==> src/rtl/regfile_arb_pkg.sv <==
// Shared types and default widths for the register-file write arbiter.
package regfile_arb_pkg;

    localparam int DEF_ADDR_W = 5;
    localparam int DEF_DATA_W = 32;

    typedef struct packed {
        logic [DEF_ADDR_W-1:0] regIdx;
        logic [DEF_DATA_W-1:0] data;
    } wrReq_t;

    typedef enum logic {
        SRC0 = 1'b0,
        SRC1 = 1'b1
    } src_e;

endpackage

==> src/rtl/regfile_write_arbiter_wb_fifo.sv <==
// DEPTH-entry synchronous FIFO for one writeback source; exposes every slot
// and its valid bit so the parent can build the pending-write mask.
module wb_fifo #(
    parameter int W     = 37,
    parameter int DEPTH = 2
) (
    input  logic                      clk,
    input  logic                      rst_n,
    input  logic                      push,
    input  logic [W-1:0]              pushData,
    input  logic                      pop,
    output logic                      full,
    output logic                      empty,
    output logic [W-1:0]              head,
    output logic [DEPTH-1:0]          entryValid,
    output logic [DEPTH-1:0][W-1:0]   entries
);

    localparam int PTR_W = (DEPTH > 1) ? $clog2(DEPTH) : 1;

    logic [PTR_W-1:0]        wrPtr, rdPtr;
    logic [DEPTH-1:0]        validQ;
    logic [DEPTH-1:0][W-1:0] mem;

    // NOTE: storage has no reset; validQ alone says which slots mean anything.
    always_ff @(posedge clk) begin
        if (push) mem[wrPtr] <= pushData;
    end

    // NOTE: sequential state uses non-blocking assignments only, so every
    // always_ff sees pre-edge values regardless of evaluation order.
    always_ff @(posedge clk or negedge rst_n) begin
        if (!rst_n) begin
            wrPtr  <= '0;
            rdPtr  <= '0;
            validQ <= '0;
        end else begin
            if (pop) begin
                validQ[rdPtr] <= 1'b0;
                rdPtr         <= rdPtr + 1'b1;
            end
            // A push into the slot being popped (full FIFO) must win.
            if (push) begin
                validQ[wrPtr] <= 1'b1;
                wrPtr         <= wrPtr + 1'b1;
            end
        end
    end

    assign full       = &validQ;
    assign empty      = ~|validQ;
    assign head       = mem[rdPtr];
    assign entryValid = validQ;
    assign entries    = mem;

endmodule

==> src/rtl/regfile_write_arbiter.sv <==
// Two-source register-file write arbiter: per-source FIFOs, round-robin grant,
// registered write stage, pending mask. REGFILE_ARB_FIXED_PRIO_EN gives src0 fixed priority.
module regfile_write_arbiter
    import regfile_arb_pkg::*;
#(
    parameter int DATA_W = DEF_DATA_W,
    parameter int ADDR_W = DEF_ADDR_W,
    parameter int DEPTH  = 2
) (
    input  logic                  clk,
    input  logic                  rst_n,
    input  logic                  s0_valid,
    output logic                  s0_ready,
    input  logic [ADDR_W-1:0]     s0_reg,
    input  logic [DATA_W-1:0]     s0_data,
    input  logic                  s1_valid,
    output logic                  s1_ready,
    input  logic [ADDR_W-1:0]     s1_reg,
    input  logic [DATA_W-1:0]     s1_data,
    output logic [ADDR_W-1:0]     writeReg,
    output logic [DATA_W-1:0]     writeData,
    output logic                  regWrite,
    output logic [2**ADDR_W-1:0]  pending,
    output logic                  idle
);

    localparam int W = ADDR_W + DATA_W;

    logic                    push0, push1, pop0, pop1;
    logic                    full0, full1, empty0, empty1;
    logic [W-1:0]            head0, head1, grantReq;
    logic [DEPTH-1:0]        valid0, valid1;
    logic [DEPTH-1:0][W-1:0] entries0, entries1;
    logic                    grant;
    logic [ADDR_W-1:0]       grantRegIdx;
    src_e                    winner;

    assign s0_ready = !full0;
    assign s1_ready = !full1;
    assign push0    = s0_valid && s0_ready;
    assign push1    = s1_valid && s1_ready;

    wb_fifo #(.W(W), .DEPTH(DEPTH)) u_fifo0 (
        .clk(clk), .rst_n(rst_n), .push(push0), .pushData({s0_reg, s0_data}),
        .pop(pop0), .full(full0), .empty(empty0), .head(head0),
        .entryValid(valid0), .entries(entries0)
    );

    wb_fifo #(.W(W), .DEPTH(DEPTH)) u_fifo1 (
        .clk(clk), .rst_n(rst_n), .push(push1), .pushData({s1_reg, s1_data}),
        .pop(pop1), .full(full1), .empty(empty1), .head(head1),
        .entryValid(valid1), .entries(entries1)
    );

`ifdef REGFILE_ARB_FIXED_PRIO_EN
    assign winner = empty0 ? SRC1 : SRC0;
`else
    src_e rrPtr;

    assign winner = (!empty0 && !empty1) ? rrPtr : (empty0 ? SRC1 : SRC0);

    // The pointer only turns over when both heads competed.
    always_ff @(posedge clk or negedge rst_n) begin
        if (!rst_n)                rrPtr <= SRC0;
        else if (!empty0 && !empty1) rrPtr <= (winner == SRC0) ? SRC1 : SRC0;
    end
`endif

    assign grant       = !empty0 || !empty1;
    assign pop0        = grant && (winner == SRC0);
    assign pop1        = grant && (winner == SRC1);
    assign grantReq    = (winner == SRC0) ? head0 : head1;
    assign grantRegIdx = grantReq[W-1:DATA_W];

    always_ff @(posedge clk or negedge rst_n) begin
        if (!rst_n) begin
            writeReg  <= '0;
            writeData <= '0;
            regWrite  <= 1'b0;
        end else if (grant) begin
            writeReg  <= grantRegIdx;
            writeData <= grantReq[DATA_W-1:0];
            regWrite  <= (grantRegIdx != '0);
        end else begin
            regWrite  <= 1'b0;
        end
    end

    // NOTE: pending gets a full default before the loop so no bit can
    // hold its value and infer a latch.
    always_comb begin
        pending = '0;
        for (int i = 0; i < DEPTH; i++) begin
            if (valid0[i]) pending[entries0[i][W-1:DATA_W]] = 1'b1;
            if (valid1[i]) pending[entries1[i][W-1:DATA_W]] = 1'b1;
        end
        if (regWrite) pending[writeReg] = 1'b1;
        pending[0] = 1'b0;
    end

    assign idle = empty0 && empty1 && !regWrite;

endmodule

==> config.mk <==
export PLATFORM = sky130hd
export DESIGN_NAME = regfile_write_arbiter
export DESIGN_NICKNAME = d
export VERILOG_FILES = /design/src/rtl/regfile_arb_pkg.sv /design/src/rtl/regfile_write_arbiter_wb_fifo.sv /design/src/rtl/regfile_write_arbiter.sv
export SDC_FILE = /design/constraint.sdc
export NUM_CORES = 1
export LEC_CHECK = 0
export ABC_AREA = 1
export BUFFER_PORTS_ARGS = -buffer_cell sky130_fd_sc_hd__buf_2
export CAP_MARGIN = 10
export CORE_MARGIN = 5
export CORE_UTILIZATION = 40
export CTS_BUF_LIST = sky130_fd_sc_hd__clkbuf_8
export CTS_CLUSTER_DIAMETER = 30
export DETAILED_ROUTE_END_ITERATION = 10
export HOLD_SLACK_MARGIN = 0.02
export PLACE_DENSITY_LB_ADDON = 0.1
export SYNTH_ARGS = -nofsm -noshare
export SYNTH_HDL_FRONTEND = slang
export SYNTH_HIERARCHICAL = 1
export SYNTH_SLANG_ARGS = --single-unit
==> constraint.sdc <==
create_clock -name clk -period 2 [get_ports clk]
set_input_delay 0.2 -clock clk [delete_from_list [all_inputs] [get_ports clk]]
set_output_delay 0.2 -clock clk [all_outputs]
set_load 0.01 [all_outputs]
==> results.sh <==
export IMPL_instances_no_fill=1479
export IMPL_synth_compound_area_share_pct=4.90
export IMPL_seq_area_frac_synth_pct=63.6
export IMPL_synth_top_area_cell="edfxtp_1"
export IMPL_syn_area_um2=8830
export IMPL_synth_xor_xnor_area_share_pct=0.397
export IMPL_drt_pass1_iterations=7
export IMPL_htreeDepth=4
export IMPL_status="finished clean"
export IMPL_peakVddDrop_mv=0.570
export IMPL_power_switching_w=0.00691
export IMPL_via_count=7383
export IMPL_p_sw_share_pct=42.7
export IMPL_cts_made_buffers=17
export IMPL_dp_cells=1339
export IMPL_dieArea_um2=25100
export IMPL_yosys_cell_types_count=26
export IMPL_tritoncts="yes"
export IMPL_rr_worst_depth=6
export IMPL_worstPathRequired_ns=1.80
export IMPL_dp_hpwl_mm=18.6
export IMPL_mostFrequentLayoutCells="nand2_1, buf_2, edfxtp_1, dlygate4sd3_1, nand3_1"
export IMPL_final_common_cell="nand2_1"
export IMPL_hold_viol=0
export IMPL_antenna_found_initial=0
export IMPL_combPwrFrac_pct=43.5
export IMPL_max_slew_margin_rel_pct=63.8
export IMPL_io_buffer_count=149
export IMPL_critPathMaxStageDelay_ns=0.51
export IMPL_synth_top_family_by_area="simple AND/OR/NAND/NOR gates"
export IMPL_fillers=1955
export IMPL_cts_sinks=195
export IMPL_setup_ws_ns=0.0326
export IMPL_synthSimpleGateAreaFrac_pct=26.0
export IMPL_synth_area_leaders="edfxtp_1, nand2_1, dfrtp_1"
export IMPL_crit_path_cell_trace="inv_2, nand3_4, o22a_1, nand3b_1, buf_2"
export IMPL_drc=0
export IMPL_area_growth_pct=33.5
export IMPL_fp_dieW_um=159
export IMPL_grt_overflow=0
export IMPL_drv_cap=0
export IMPL_clk_latency_ns=0.46
export IMPL_post_place_ws_ns=0.198
export IMPL_cts_max_path_buffers=2
export IMPL_seq_power_share_pct=40.1
export IMPL_critPathLaunchType="register"
export IMPL_fin_crit_sh_pct=98.4
export IMPL_syn_nets=984
export IMPL_max_freq_mhz=508
export IMPL_drt_wirelength_per_cell_um=17.6
export IMPL_routed_wl_mm=26.0
export IMPL_cp_max_fo=8
export IMPL_pwr_density_cell_nw_per_um2=1370
export IMPL_rows=54
export IMPL_root_buffer="clkbuf_8"
export IMPL_r2r_slack_ns=0.25
export IMPL_diodes=0
export IMPL_pwr_share_clk_pct=16.4
export IMPL_syn_area_per_cell_um2=9.75
export IMPL_grt_pass1_vias=7118
export IMPL_drv_slew=0
export IMPL_worst_slew_pin_slew_ns=0.542
export IMPL_setup_worst_path_class="register to output port"
export IMPL_grt_start_max_net_pins=40
export IMPL_yosys_area_top_type_share_pct=50.3
export IMPL_grt_first_pass_wirelength_mm=39.3
export IMPL_fp_dieH_um=159
export IMPL_seqCellArea_um2=5630
export IMPL_whs_path_depth=4
export IMPL_gp_congestion=0.921
export IMPL_leakagePower_nw=5.23
export IMPL_multi_input_area_um2=3050
export IMPL_synthMuxAreaShare_pct=0
export IMPL_setup_viol=0
export IMPL_skew_ns=0.0121
export IMPL_coreArea_um2=21800
export IMPL_yosys_area_share_adder_pct=0
export IMPL_synth_cells=906
export IMPL_p_int_w=0.00927
export IMPL_hold_class="primary input to register"
export IMPL_crit_path_end_kind="output port"
export IMPL_clk_pin_slew_ns=0.11
export IMPL_crit_slowest_cell="edfxtp_1"
export IMPL_fin_hold_ws_ns=0.105
export IMPL_ys_warnings_count=6
export IMPL_layout_drive_gt1_share_pct=27.0
export IMPL_ios=151
export IMPL_critPathArrivalTime_ns=1.77
export IMPL_first_iter_violations=488
export IMPL_via_per_inst=4.99
export IMPL_min_period_ns=1.97
export IMPL_rsz0062_at_grt="yes"
export IMPL_route_antenna_remaining_nets=0
export IMPL_p_total_w=0.0162
export IMPL_start_util_pct=40.6
export IMPL_grt_util_all_layers_pct=20.7
export IMPL_ys_ff_latch=195
export IMPL_finalNetCount=1264
## cell type report
type / instances / area share (%)
sequential: 195 / 47.8
inverter: 66 / 2.12
clock buffer: 17 / 1.98
timing repair buffer: 288 / 17.5
tap: 280 / 2.97
clock inverter: 15 / 1.70
multi-input combinational: 618 / 25.9
## worst max-delay path, delay by kind of cell, from the launching register on
family | cells | cell delay, ns
AO/OA/AOI/OAI | 1 | 0.25
AND/OR/NAND/NOR | 2 | 0.26
buffers and inverters | 2 | 0.29
flip-flops | 1 | 0.51
## metal layers
metal | up-vias | wire length, µm | part of all wire, % | global-route usage (%)
met5 | - | 0 | 0 | 0
met4 | 0 | 668 | 2.6 | 7.27
met3 | 38 | 1690 | 6.5 | 3.34
met2 | 287 | 13400 | 52 | 37.1
met1 | 3452 | 10200 | 39 | 25.3
li1 | 3606 | - | - | -
## through the flow
step | setup TNS (ns) | utilization [%] | instance area, µm²
floorplan | 0 | - | 8830
global placement | 0 | 46.2 | 10000
detailed placement | 0 | 46.2 | 10000
CTS | -0.186 | 52.4 | 11400
global route | -1.41 | 54.2 | 11800
finish | 0 | 54.2 | 11800
## registers in the layout, indices dropped and copies added, names as in the netlist
| signal | count |
|---|---|
| u_fifo1/entries | 74 |
| u_fifo1/rdPtr | 1 |
| u_fifo0/wrPtr | 1 |
| writeReg | 5 |
| u_fifo0/entries | 74 |
| u_fifo0/entryValid | 2 |
| u_fifo1/wrPtr | 1 |
| u_fifo0/rdPtr | 1 |
| u_fifo1/entryValid | 2 |
| regWrite | 1 |
| writeData | 32 |
| rrPtr | 1 |
## power by group through the flow
stage	registers (W)	clock network [W]	logic (W)
global placement	0.00651	0	0.00652
detailed placement	0.00649	0	0.00654
global route	0.00661	0.00289	0.00784
CTS	0.00646	0.00273	0.00675
floorplan	0.00648	0	0.00397
finish	0.00649	0.00265	0.00704
## kinds of logic (layout without fill, tap and decap cells)
kind of cell | Yosys count | after routing
other | 1 | 1
buffers and inverters | 93 | 386
AND/OR/NAND/NOR | 548 | 548
XOR/XNOR | 4 | 4
AO/OA/AOI/OAI | 65 | 65
flip-flops | 195 | 195
## cells in the mapped netlist
cell type and count:
nand2_1 392, edfxtp_1 148, nand3_1 84, inv_1 60
dfrtp_1 47, nor2_1 30, nand3b_1 23, o22ai_1 22
buf_2 12, o22a_1 12, o21ai_0 11, nor3_1 10
a21oi_1 8, a22oi_1 8, buf_4 8, buf_6 7
inv_2 5, o2111ai_1 4, or2_2 4, xor2_1 4
nand4_1 2, clkinv_1 1, conb_1 1, nand2_2 1
nand2_4 1, nor3_2 1
## timing repair
action | CTS | global route
hold buffers | 75 | 0
pin swaps | 0 | 12
hold endpoints to repair | 165 | 0
gates resized for setup | 25 | 61
setup buffers | 8 | 25
endpoints found under the setup margin | 31 | 36
## worst paths after layout
kind                                            end                   from
worst min-delay path                  u_fifo0/wrPtr               s0_valid
worst max register to register  u_fifo0/entries[48]  u_fifo0/entryValid[1]
worst min register to register        u_fifo1/wrPtr          u_fifo1/wrPtr
max in group asynchronous             writeData[28]                  rst_n
worst max-delay path                     pending[6]    u_fifo0/entries[32]
min in group asynchronous             u_fifo0/wrPtr                  rst_n
Note: power is estimated with default switching activity, not from simulation.
